[src/rtl/arilla_bus_pkg.sv]
// Shared types for the arilla bus arbiter: lock FSM states, index type and pointer helper.
package arilla_bus_pkg;

  localparam int DefaultNumMasters = 2;
  localparam int ReadLatency       = 1;

  typedef logic [$clog2(DefaultNumMasters)-1:0] arb_idx_t;

  typedef enum logic {
    UNLOCKED = 1'b0,
    LOCKED   = 1'b1
  } lock_state_e;

  // Rotating increment; wraps to base so the priority build can skip master 0.
  function automatic int unsigned wrap_inc(input int unsigned idx, input int unsigned n,
                                           input int unsigned base);
    return (idx + 1 >= n) ? base : idx + 1;
  endfunction

endpackage

[src/rtl/arilla_bus_if.sv]
// Arilla peripheral bus: the arbiter drives the request side, peripherals answer on data_ptc.
interface arilla_bus_if #(
  parameter int AddressWidth = 30,
  parameter int DataWidth    = 32
);
  logic [AddressWidth-1:0]  address;
  logic                     read;
  logic                     write;
  logic [DataWidth/8-1:0]   byte_enable;
  logic [DataWidth-1:0]     data_ctp;
  logic [DataWidth-1:0]     data_ptc;
  logic                     intercept;

  // Handshake: a request is presented for exactly the cycle read or write is high;
  // there is no ready, and read data returns on data_ptc one cycle later.
  modport master (
    output address, read, write, byte_enable, data_ctp,
    input  data_ptc
  );

  modport slave (
    input  address, read, write, byte_enable, data_ctp,
    output data_ptc, intercept
  );
endinterface

[src/rtl/arilla_rr_picker.sv]
// Combinational rotating first-one finder: first set bit of req at or after start.
module arilla_rr_picker #(
  parameter int NumMasters = 2
) (
  input  logic [NumMasters-1:0]         req,
  input  logic [$clog2(NumMasters)-1:0] start,
  output logic [NumMasters-1:0]         gnt,
  output logic [$clog2(NumMasters)-1:0] idx
);

  localparam int IdxW = $clog2(NumMasters);

  always_comb begin
    int unsigned cand;
    logic        found;
    gnt   = '0;
    idx   = '0;
    found = 1'b0;
    cand  = 0;
    for (int k = 0; k < NumMasters; k++) begin
      cand = (32'(start) + 32'(k)) % 32'(NumMasters);
      if (!found && req[cand]) begin
        found     = 1'b1;
        gnt[cand] = 1'b1;
        idx       = IdxW'(cand);
      end
    end
  end

endmodule

[src/rtl/arilla_bus_arbiter.sv]
// Round-robin arbiter with bounded bus lock sharing one arilla bus between NumMasters.
// Define ARILLA_ARB_PRIORITY_EN to give master 0 fixed priority while unlocked.
module arilla_bus_arbiter
  import arilla_bus_pkg::*;
#(
  parameter int NumMasters    = 2,
  parameter int AddressWidth  = 30,
  parameter int DataWidth     = 32,
  parameter int MaxLockCycles = 16
) (
  input  logic                              clk,
  input  logic                              rst,
  arilla_bus_if.master                      bus_interface,
  input  logic [NumMasters*AddressWidth-1:0] req_address,
  input  logic [NumMasters-1:0]             req_read,
  input  logic [NumMasters-1:0]             req_write,
  input  logic [NumMasters*DataWidth/8-1:0] req_byte_enable,
  input  logic [NumMasters*DataWidth-1:0]   req_data,
  input  logic [NumMasters-1:0]             req_lock,
  output logic [NumMasters-1:0]             gnt,
  output logic [NumMasters-1:0]             rsp_valid,
  output logic [DataWidth-1:0]              rsp_data,
  output lock_state_e                       lock_state
);

  localparam int IdxW = $clog2(NumMasters);
  localparam int BeW  = DataWidth / 8;
  localparam int CntW = $clog2(MaxLockCycles + 1);

`ifdef ARILLA_ARB_PRIORITY_EN
  localparam int unsigned RrBase = 1;
`else
  localparam int unsigned RrBase = 0;
`endif

  lock_state_e             state_q, state_d;
  logic [IdxW-1:0]         owner_q, owner_d;
  logic [IdxW-1:0]         rr_ptr_q, rr_ptr_d;
  logic [CntW-1:0]         lock_cnt_q, lock_cnt_d;
  logic [NumMasters-1:0]   blocked_q, blocked_d;

  logic [NumMasters-1:0]   req, rr_req, pick_gnt;
  logic [IdxW-1:0]         pick_idx, gnt_idx;
  logic                    prio_win;

  assign req        = req_read | req_write;
  assign lock_state = state_q;

`ifdef ARILLA_ARB_PRIORITY_EN
  assign rr_req   = req & ~NumMasters'(1);
  assign prio_win = req[0];
`else
  assign rr_req   = req;
  assign prio_win = 1'b0;
`endif

  arilla_rr_picker #(.NumMasters(NumMasters)) u_picker (
    .req   (rr_req),
    .start (rr_ptr_q),
    .gnt   (pick_gnt),
    .idx   (pick_idx)
  );

  // Grant: a lock owner excludes everyone else, even while it is idle.
  always_comb begin
    gnt     = '0;
    gnt_idx = '0;
    if (!rst) begin
      if (state_q == LOCKED) begin
        if (req[owner_q]) begin
          gnt[owner_q] = 1'b1;
          gnt_idx      = owner_q;
        end
      end else if (prio_win) begin
        gnt[0]  = 1'b1;
        gnt_idx = '0;
      end else begin
        gnt     = pick_gnt;
        gnt_idx = pick_idx;
      end
    end
  end

  always_comb begin
    state_d    = state_q;
    owner_d    = owner_q;
    rr_ptr_d   = rr_ptr_q;
    lock_cnt_d = lock_cnt_q;
    blocked_d  = blocked_q & req_lock;
    unique case (state_q)
      UNLOCKED: begin
        if (|gnt) begin
          if (req_lock[gnt_idx] && !blocked_q[gnt_idx]) begin
            state_d    = LOCKED;
            owner_d    = gnt_idx;
            lock_cnt_d = CntW'(1);
          end else if (!prio_win) begin
            rr_ptr_d = IdxW'(wrap_inc(32'(gnt_idx), NumMasters, RrBase));
          end
        end
      end
      LOCKED: begin
        if (!req_lock[owner_q]) begin
          state_d    = UNLOCKED;
          rr_ptr_d   = IdxW'(wrap_inc(32'(owner_q), NumMasters, RrBase));
          lock_cnt_d = '0;
        end else if (lock_cnt_q == CntW'(MaxLockCycles)) begin
          // Forced release: owner must drop req_lock once before it may lock again.
          state_d            = UNLOCKED;
          rr_ptr_d           = IdxW'(wrap_inc(32'(owner_q), NumMasters, RrBase));
          lock_cnt_d         = '0;
          blocked_d[owner_q] = 1'b1;
        end else begin
          lock_cnt_d = lock_cnt_q + 1'b1;
        end
      end
      default: state_d = UNLOCKED;
    endcase
  end

  always_ff @(posedge clk or posedge rst) begin
    if (rst) begin
      state_q    <= UNLOCKED;
      owner_q    <= '0;
      rr_ptr_q   <= IdxW'(RrBase);
      lock_cnt_q <= '0;
      blocked_q  <= '0;
    end else begin
      state_q    <= state_d;
      owner_q    <= owner_d;
      rr_ptr_q   <= rr_ptr_d;
      lock_cnt_q <= lock_cnt_d;
      blocked_q  <= blocked_d;
    end
  end

  always_comb begin
    bus_interface.address     = '0;
    bus_interface.read        = 1'b0;
    bus_interface.write       = 1'b0;
    bus_interface.byte_enable = '0;
    bus_interface.data_ctp    = '0;
    for (int i = 0; i < NumMasters; i++) begin
      if (gnt[i]) begin
        bus_interface.address     = req_address[i*AddressWidth +: AddressWidth];
        bus_interface.read        = req_read[i];
        bus_interface.write       = req_write[i];
        bus_interface.byte_enable = req_byte_enable[i*BeW +: BeW];
        bus_interface.data_ctp    = req_data[i*DataWidth +: DataWidth];
      end
    end
  end

  // Peripherals answer one cycle after the request, so one tag stage suffices.
  if (ReadLatency == 1) begin : g_rsp
    logic [NumMasters-1:0] rsp_valid_q;
    always_ff @(posedge clk or posedge rst) begin
      if (rst) rsp_valid_q <= '0;
      else     rsp_valid_q <= gnt & req_read;
    end
    assign rsp_valid = rsp_valid_q;
  end else begin : g_rsp_none
    assign rsp_valid = '0;
  end

  assign rsp_data = bus_interface.data_ptc;

endmodule

[src/flat_wrapper.sv]
// flat-port wrapper written by rule: the top's interface ports become plain ports
module arilla_bus_arbiter_flat import arilla_bus_pkg::*;
#(
  parameter int NumMasters    = 2,
  parameter int AddressWidth  = 30,
  parameter int DataWidth     = 32,
  parameter int MaxLockCycles = 16
)
  (clk, rst, req_address, req_read, req_write, req_byte_enable, req_data, req_lock, gnt, rsp_valid, rsp_data, lock_state, bus_interface_address, bus_interface_read, bus_interface_write, bus_interface_byte_enable, bus_interface_data_ctp, bus_interface_data_ptc);
  arilla_bus_if #(.AddressWidth(AddressWidth), .DataWidth(DataWidth)) bus_interface_i ();
  input  logic clk;
  input  logic rst;
  input  logic [NumMasters*AddressWidth-1:0] req_address;
  input  logic [NumMasters-1:0] req_read;
  input  logic [NumMasters-1:0] req_write;
  input  logic [NumMasters*DataWidth/8-1:0] req_byte_enable;
  input  logic [NumMasters*DataWidth-1:0] req_data;
  input  logic [NumMasters-1:0] req_lock;
  output logic [NumMasters-1:0] gnt;
  output logic [NumMasters-1:0] rsp_valid;
  output logic [DataWidth-1:0] rsp_data;
  output lock_state_e lock_state;
  output wire logic [$bits(bus_interface_i.address)-1:0] bus_interface_address;
  output wire logic [$bits(bus_interface_i.read)-1:0] bus_interface_read;
  output wire logic [$bits(bus_interface_i.write)-1:0] bus_interface_write;
  output wire logic [$bits(bus_interface_i.byte_enable)-1:0] bus_interface_byte_enable;
  output wire logic [$bits(bus_interface_i.data_ctp)-1:0] bus_interface_data_ctp;
  input wire logic [$bits(bus_interface_i.data_ptc)-1:0] bus_interface_data_ptc;
  assign bus_interface_address = bus_interface_i.address;
  assign bus_interface_read = bus_interface_i.read;
  assign bus_interface_write = bus_interface_i.write;
  assign bus_interface_byte_enable = bus_interface_i.byte_enable;
  assign bus_interface_data_ctp = bus_interface_i.data_ctp;
  assign bus_interface_i.data_ptc = bus_interface_data_ptc;
  arilla_bus_arbiter #(.NumMasters(NumMasters), .AddressWidth(AddressWidth), .DataWidth(DataWidth), .MaxLockCycles(MaxLockCycles)) u_core (.clk(clk), .rst(rst), .bus_interface(bus_interface_i), .req_address(req_address), .req_read(req_read), .req_write(req_write), .req_byte_enable(req_byte_enable), .req_data(req_data), .req_lock(req_lock), .gnt(gnt), .rsp_valid(rsp_valid), .rsp_data(rsp_data), .lock_state(lock_state));
endmodule
[config.mk]
export PLATFORM = sky130hd
export DESIGN_NAME = arilla_bus_arbiter_flat
export DESIGN_NICKNAME = d
export VERILOG_FILES = /design/src/rtl/arilla_bus_pkg.sv /design/src/rtl/arilla_bus_if.sv /design/src/rtl/arilla_rr_picker.sv /design/src/rtl/arilla_bus_arbiter.sv /design/src/flat_wrapper.sv
export SDC_FILE = /design/constraint.sdc
export NUM_CORES = 1
export LEC_CHECK = 0
export BUFFER_PORTS_ARGS = -buffer_cell sky130_fd_sc_hd__clkbuf_2
export CAP_MARGIN = 25
export CORE_AREA = 2 2 108 110
export CTS_CLUSTER_SIZE = 40
export DETAILED_ROUTE_END_ITERATION = 16
export DIE_AREA = 0 0 110 112
export PLACE_DENSITY_LB_ADDON = 0.12
export SYNTH_ARGS = -nofsm -noshare
export SYNTH_HDL_FRONTEND = slang
export SYNTH_SLANG_ARGS = --single-unit
[constraint.sdc]
create_clock -name clk -period 1.8 [get_ports clk]
set_input_delay 0.09 -clock clk [delete_from_list [all_inputs] [get_ports clk]]
set_output_delay 0.09 -clock clk [all_outputs]
set_load 0.02 [all_outputs]
[Word level (Yosys, flattened, before mapping)]
Cells that the tools add are included.
Cells by class
  order comparisons: 9
  reductions and logical operators: 11
  $add $sub $neg: 4
  bitwise gates (word level): 6
  eq/ne operators: 5
  multiplexer cells: 59
Operators with widths (count)
  32-bit 2-to-1 mux: 2
  30-bit 2-to-1 mux: 2
  1-bit 2-to-1 mux: 35
  5-bit 2-to-1 mux: 4
  2-bit 2-to-1 mux: 8
  5-bit one-hot mux with 2 select lines: 1
  1-bit by 2-bit < comparator with 1-bit output (second input constant): 4
  4-bit 2-to-1 mux: 2
  2-bit OR: 3
  3-bit AND reduction: 2
  5-bit by 1-bit adder with 5-bit output (second input constant): 1
  5-bit == test (second input constant): 1
  1-bit logical AND: 5
  1-bit by 1-bit adder with 2-bit output (second input constant): 2
  2-bit AND: 2
  2-bit >= comparator (second input constant): 2
  2-bit by 1-bit != test with 1-bit output (second input constant): 2
  1-bit one-hot mux with 2 select lines: 2
  1-bit demux with 1-bit select: 3
  1-bit >= comparator (second input constant): 3
  3-bit != test (second input constant): 1
  1-bit logical NOT: 2
  2-bit != test (second input constant): 1
  2-bit AND reduction: 1
  3 further kinds: 3
Storage, ports and cells
  word-level logic and storage cells: 100
  output and inout bits: 105
  register bits: 12

[Depth between registers and ports, before layout]
Gate-level depths: netlist (run 1).
  depth after elaboration: 16
  depth in mapped cells: 7
  gate-level depth less buffers: 6

[By module]
A second synthesis (run 1) with hierarchy kept.
Second synthesis, totals
  cells, all modules: 195
  area, all modules: 1680.4 µm²
Modules (own cells, without submodules)
  arilla_bus_arbiter: cells an instance 191, sequential area each 300.3 µm², times used 1, area each 1650.3 µm²
  arilla_rr_picker: cells an instance 4, sequential area each 0.0 µm², times used 1, area each 30.0 µm²

[Worst setup path after synthesis (run 1)]
Ideal clock, no wire load.
  path type: register to output
  start point: register u_core.state_q (netlist: u_core.lock_state)
  end point: output port bus_interface_address[2]
  data required time: 1.710 ns
  cell stages (with the launch flop): 7
  arrival time: 1.632 ns
  slack: 0.078 ns
  path through: dfrtp_1 -> buf_4 -> a21oi_1 -> o221a_2 -> buf_4 -> buf_2 -> a22o_1
On the way
  cells in the longest elaborated chain, start to end: 4
RTL lines
  from (decl): RTL line arilla_bus_arbiter.sv:36  | lock_state_e state_q, state_d;
  from (signal assigned): RTL line arilla_bus_arbiter.sv:129  | state_q <= state_d;
  2-bit 2-to-1 mux: RTL line arilla_bus_arbiter.sv:69  | if (state_q == LOCKED) begin
  2-bit 2-to-1 mux: RTL line arilla_bus_arbiter.sv:68  | if (!rst) begin
  named net gnt[0]: RTL line flat_wrapper.sv:19  | output logic [NumMasters-1:0] gnt;
  30-bit 2-to-1 mux (2 in series): RTL line arilla_bus_arbiter.sv:144  | if (gnt[i]) begin
  to (decl): RTL line flat_wrapper.sv:23  | output wire logic [$bits(bus_interface_i.address)-1:0] bus_interface_address;
The timed path passes the listed nets, and every way through them passes these cells.

[Worst setup path in the final report (run 1)]
  start point: register u_core.state_q (netlist: u_core.lock_state)
  end point: output port bus_interface_data_ctp[13]
On the way
  cells in the longest elaborated chain, start to end: 4
RTL lines
  2-bit 2-to-1 mux (*): RTL line arilla_bus_arbiter.sv:69
  2-bit 2-to-1 mux (*): RTL line arilla_bus_arbiter.sv:68
  32-bit 2-to-1 mux: RTL line arilla_bus_arbiter.sv:144
  32-bit 2-to-1 mux (*): RTL line arilla_bus_arbiter.sv:144
  to (decl): RTL line flat_wrapper.sv:27  | output wire logic [$bits(bus_interface_i.data_ctp)-1:0] bus_interface_data_ctp;
Mark *: on every way between the ends. The rest lies on a longest branch, timed or not.

==> results of run 1 <==
-- worst paths after layout --
check	cells after the start	endpoint	start
worst max-delay path	5	bus_interface_data_ctp[13]	u_core.lock_state$_DFF_PP0_
min in group asynchronous	3	u_core.lock_cnt_q[3]$_DFFE_PP0P_	rst
worst min register to register	2	u_core.blocked_q[1]$_DFF_PP0_	u_core.blocked_q[1]$_DFF_PP0_
worst max register to register	5	u_core.lock_state$_DFF_PP0_	u_core.lock_state$_DFF_PP0_
max in group asynchronous	3	u_core.lock_state$_DFF_PP0_	rst
worst min-delay path	2	u_core.rsp_valid[1]$_DFF_PP0_	req_read[1]
-- timing repair --
action,4_1_cts,5_1_grt
setup endpoints to repair,68,68
hold buffers,1,0
cloned,1,3
setup buffers,2,2
pin swaps,3,0
resized for setup,40,92
hold endpoints to repair,12,0
-- final cells by class --
class / instances / area [um^2]
Fill cell: 1209 / 8010
Antenna cell: 1 / 2.50
Clock buffer: 3 / 75.1
Tap cell: 143 / 179
Timing Repair Buffer: 233 / 1600
Sequential cell: 12 / 302
Inverter: 6 / 22.5
Multi-Input combinational cell: 122 / 981
-- per-layer routing --
metal | vias to the layer above | GRT usage | wire (um) | part of all wire
met3 | 9 | 0.0463 | 1120 | 0.12
li1 | 1078 | - | - | -
met1 | 1062 | 0.144 | 3340 | 0.37
met4 | 0 | 0.0278 | 98 | 0.011
met5 | - | 0 | 0 | 0
met2 | 122 | 0.224 | 4520 | 0.50
-- power breakdown --
| part | total (W) | leakage (nW) | internal (W) | switching, W |
|---|---|---|---|---|
| Combinational | 0.00319 | 1.54 | 0.00155 | 0.00163 |
| Sequential | 0.000425 | 0.156 | 0.000344 | 0.0000814 |
| Clock | 0.000404 | 0.0370 | 0.000289 | 0.000114 |
| Total | 0.00402 | 1.73 | 0.00219 | 0.00183 |
-- sequential cells by signal, indices dropped and copies added, names as in the netlist --
| signal | count |
|---|---|
| u_core.lock_state | 1 |
| u_core.rr_ptr_q | 1 |
| u_core.rsp_valid | 2 |
| u_core.lock_cnt_q | 5 |
| u_core.blocked_q | 2 |
| u_core.owner_q | 1 |
-- critical path, delay by kind of cell, from the launching register on --
| kind | cells | cell delay [ps] |
|---|---|---|
| compound gates | 3 | 770 |
| flops | 1 | 440 |
| buf+inv | 2 | 330 |
-- stage by stage --
stage                     power [W]  instances
after floorplan             0.00238        190
after global placement      0.00304        507
after detailed placement    0.00302        507
after CTS                   0.00372        514
after global routing        0.00429        519
final                       0.00402        520
-- Yosys cell counts, drive strengths merged (2+ instances only) --
cell    number  area share
a22oi        2      0.0085
nor2b        5       0.018
o21ai        8       0.023
nand2b       2      0.0071
and2         3       0.011
a21oi        2      0.0057
o31a         2       0.015
dfrtp       12        0.17
ha           2       0.014
mux2i        2       0.011
nand3        3      0.0085
buf         49        0.27
inv          6       0.013
nor2         5       0.011
a31oi        3       0.011
a22o        68        0.34
a21o         2      0.0092
nand2        4      0.0085
-- kinds of logic (layout without fill, tap and decap cells) --
kind of cell / Yosys count / count (layout) / synth area share
AOI/OAI and AO/OA: 93 / 93 / 0.447
adders and majority gates: 2 / 2 / 0.0142
buffers and inverters: 56 / 242 / 0.281
DFF: 12 / 12 / 0.170
muxes: 2 / 2 / 0.0113
other: 0 / 1 / 0
and+or+nand+nor: 25 / 25 / 0.0766
==> qor.csv, run 1 <==
metric,value,unit
status,"complete, but fails checks",
violated checks,setup timing,
highest-count cells in the layout ignoring fill and taps,"145 x sky130_fd_sc_hd__clkbuf_2, 68 x sky130_fd_sc_hd__a22o_1, 46 x sky130_fd_sc_hd__buf_4",
Pwr per Cell Area,1270,nW/um^2
final setup margin,-75.4,ps
"IR drop worst, VDD",0.000520,V
nets in the synthesized netlist,364,
number of endpoints failing setup at the final stage,68,
worst-case setup slack after placement,151,ps
total CTS buffers,3,
worst setup skew after layout,2.28,ps
num ports,277,
count of final hold-check violations,0,
total wirelength of the detailed-routed design,9.08,mm
wire length of the first global-routing pass,11.9,mm
critical path's largest stage delay,440,ps
total placed instance area,2660,um^2
count of port buffers added during placement,212,
max-capacitance violation count,0,
share of the clock period used by the worst path,1.04,
count of distinct cell types in the synthesized netlist,34,
"most common cell after layout, fill and taps aside",sky130_fd_sc_hd__clkbuf_2,
synth warn,0,
number of detailed-route iterations in the first pass,4,
setup total negative slack,-2170,ps
Antenna Nets Post-Route,0,
largest net degree at the start of global routing,49,
post-synthesis sequential element count,12,
post-route standard cell area excluding fillers,3160,um^2
CTS tree,done,
chip height,112,um
unrepaired setup endpoints after global routing,yes,
crit-path max FO,13,
minimum clock period after layout,1880,ps
placeable core area,11200,um^2
data required time at the worst endpoint,1710,ps
clock-pin slew on the worst setup and hold paths,40,ps
number of antenna violations at the first check in global routing,1,
number of vias per cell,4.37,
final design utilization,0.283,
area growth from synthesis to layout,79.2,%
Skew-Pair Late Insertion Delay,240,ps
vias,2271,
std cell rows,39,
clock root buffer master,sky130_fd_sc_hd__clkbuf_16,
wire length per cell,17.5,um
Post-synth EDFFs,0,
post-route DRC violation count,0,
die boundary width,110,um
sequential share of the synthesized area,0.170,
final-layout worst hold slack,96.5,ps
relative max-transition margin,0.664,
total overflow reported by the global router,0,
startpoint types,flip-flop,
Syn Inst Count,190,
GRT Total Usage,0.127,
fraction of registers with async set/reset,1.00,
number of clock sinks,12,
total number of nets in the final design,552,
critical-path cell with the highest stage delay,sky130_fd_sc_hd__dfrtp_2,
routability-driven placement congestion ratio,0.823,
minimum setup slack among reg-to-reg paths,140,ps
endpoint arrival time on the critical path,1790,ps
depth of the CTS H-tree,1,
initial core utilization,0.158,
Max Transition Viols Final,0,
flip-flop cell with the highest count after synthesis,sky130_fd_sc_hd__dfrtp_1,
sum of net half-perimeters after detailed placement,6.97,mm
standby leakage power,1.73,nW
maximum clock frequency,0.533,GHz
cell breakdown of the critical path,"a211oi_4, o31a_4, buf_12, a22o_1, clkbuf_8",
post-synthesis average cell area,9.29,um^2
combined area of all synthesized cells,1760,um^2
endpoint type of the worst setup path,output port,
pin slew with the least headroom to its limit,503,ps
DR iter-0 viols,101,
worst-case clock buffer depth,2,
Hold Crit Class,in -> reg,
Total Die Area,12300,um^2
share of cells above drive strength 1,0.646,
WS Path Type,reg -> out,
vias in the first global route,2179,
(Power assumes the default switching activity.)
==> run 2, diff against run 1 <==
Settings changed: RECOVER_POWER set to 50, SETUP_SLACK_MARGIN set to 0.05.
==> run 2 against run 1 <==
The run still ends with setup timing left. Setup slack got worse by 24 ps. Critical path type unchanged. Global-route usage rose by 0.11 points. Flip-flop and latch count did not move. Register-to-register slack got worse by 30 ps. Non-clock buffer count rose by 4. Fmax fell by 1.3%. Sequential power barely moved. Highest routed layer unchanged.
==> qor.csv, run 2 (synthesis gave the netlist of run 1 again) <==
metric,value,unit
count of fill cells added during filler insertion,1188,
number of endpoints failing setup at the final stage,68,
die boundary width,110,um
wire length of the first global-routing pass,12.0,mm
wire length per cell,18.2,um
endpoint arrival time on the critical path,1810,ps
highest-count cells in the layout ignoring fill and taps,"143 x sky130_fd_sc_hd__clkbuf_2, 68 x sky130_fd_sc_hd__a22o_1, 38 x sky130_fd_sc_hd__buf_6",
"most common cell after layout, fill and taps aside",sky130_fd_sc_hd__clkbuf_2,
minimum clock period after layout,1900,ps
unrepaired setup endpoints after global routing,yes,
final setup margin,-99.6,ps
DR iter-0 viols,83,
largest net degree at the start of global routing,49,
Largest register FFs,5,
status,"complete, but fails checks",
total overflow reported by the global router,0,
total number of nets in the final design,556,
critical-path cell with the highest stage delay,sky130_fd_sc_hd__dfrtp_2,
"IR drop worst, VDD",0.000547,V
worst setup skew after layout,2.29,ps
depth of the CTS H-tree,1,
register with the highest flop count,u_core.lock_cnt_q,
std cell rows,39,
chip height,112,um
share of cells above drive strength 1,0.650,
Max Transition Viols Final,0,
worst-case clock buffer depth,2,
endpoint type of the worst setup path,output port,
violated checks,setup timing,
num ports,277,
crit-path max FO,13,
worst path bufs/invs,2,
share of the clock period used by the worst path,1.06,
count of port buffers added during placement,212,
vias in the first global route,2191,
CTS tree,done,
number of antenna violations at the first check in global routing,1,
number of vias per cell,4.41,
worst-case setup slack after placement,151,ps
clock root buffer master,sky130_fd_sc_hd__clkbuf_16,
data required time at the worst endpoint,1710,ps
vias,2313,
standby leakage power,1.81,nW
largest delay contributor family on the critical path,compound AO/OA/AOI/OAI gates,
Hold Crit Class,in -> reg,
routability-driven placement congestion ratio,0.823,
Total Die Area,12300,um^2
maximum clock frequency,0.526,GHz
cell breakdown of the critical path,"a211oi_4, o31a_4, buf_12, a22o_1, clkbuf_8",
max-capacitance violation count,0,
sum of net half-perimeters after detailed placement,6.97,mm
startpoint types,flip-flop,
number of clock sinks,12,
Antenna Nets Post-Route,0,
relative max-transition margin,0.666,
critical path's largest stage delay,450,ps
total wirelength of the detailed-routed design,9.52,mm
final-layout worst hold slack,96.6,ps
clock-pin slew on the worst setup and hold paths,40,ps
number of detailed-route iterations in the first pass,4,
total CTS buffers,3,
WS Path Type,reg -> out,
GRT Total Usage,0.128,
post-route DRC violation count,0,
area growth from synthesis to layout,92.5,%
Skew-Pair Late Insertion Delay,240,ps
pin slew with the least headroom to its limit,500,ps
setup total negative slack,-3520,ps
final design utilization,0.304,
initial core utilization,0.158,
count of final hold-check violations,0,
placeable core area,11200,um^2
Pwr per Cell Area,1290,nW/um^2
run 2: metrics by stage:
| stage | instances | cell area (um^2) | total power, W |
|---|---|---|---|
| final | 524 | 3400 | 0.00436 |
| after global routing | 523 | 3390 | 0.00463 |
| after CTS | 516 | 2990 | 0.00378 |
| after detailed placement | 507 | 2660 | 0.00302 |
| after global placement | 507 | 2660 | 0.00304 |
| after floorplan | 190 | 1760 | 0.00238 |
run 2: layer usage:
layer,GRT usage,part of all wire,vias to the layer above
met5,0,0,-
li1,-,-,1087
met1,0.145,0.40,1107
met4,0.0278,0.010,0
met3,0.0468,0.088,9
met2,0.226,0.50,110
run 2: final timing paths:
check                                              startpoint                          endpoint  slack, ps  cells past startpoint
worst max-delay path              u_core.lock_state$_DFF_PP0_         bus_interface_data_ctp[8]       -100                      5
worst min-delay path                              req_read[1]     u_core.rsp_valid[1]$_DFF_PP0_        100                      2
worst max register to register    u_core.lock_state$_DFF_PP0_       u_core.lock_state$_DFF_PP0_        110                      5
worst min register to register  u_core.blocked_q[1]$_DFF_PP0_     u_core.blocked_q[1]$_DFF_PP0_        510                      2
max in group asynchronous                                 rst       u_core.lock_state$_DFF_PP0_        910                      3
min in group asynchronous                                 rst  u_core.lock_cnt_q[3]$_DFFE_PP0P_        530                      3
run 2: what timing repair did:
item	CTS	global route
resized for setup	45	137
pin swaps	3	1
hold endpoints to repair	12	0
setup endpoints to repair	68	69
hold buffers	1	0
gates cloned	1	5
setup buffers	4	2
run 2: area by class of cell:
type                            count  area, um^2  share of cell area
Antenna cell                        1        2.50            0.000737
Sequential cell                    12         302              0.0888
Multi-Input combinational cell    122         981               0.289
Tap cell                          143         179              0.0527
Inverter                            6        22.5             0.00663
Timing Repair Buffer              237        1830               0.540
Clock buffer                        3        75.1              0.0221
run 2: report_power, final:
part | switching [W] | internal (W) | total, W | leakage, nW
clock | 0.000114 | 0.000289 | 0.000404 | 0.0370
combinational | 0.00172 | 0.00182 | 0.00353 | 1.62
sequential | 0.0000837 | 0.000344 | 0.000428 | 0.156
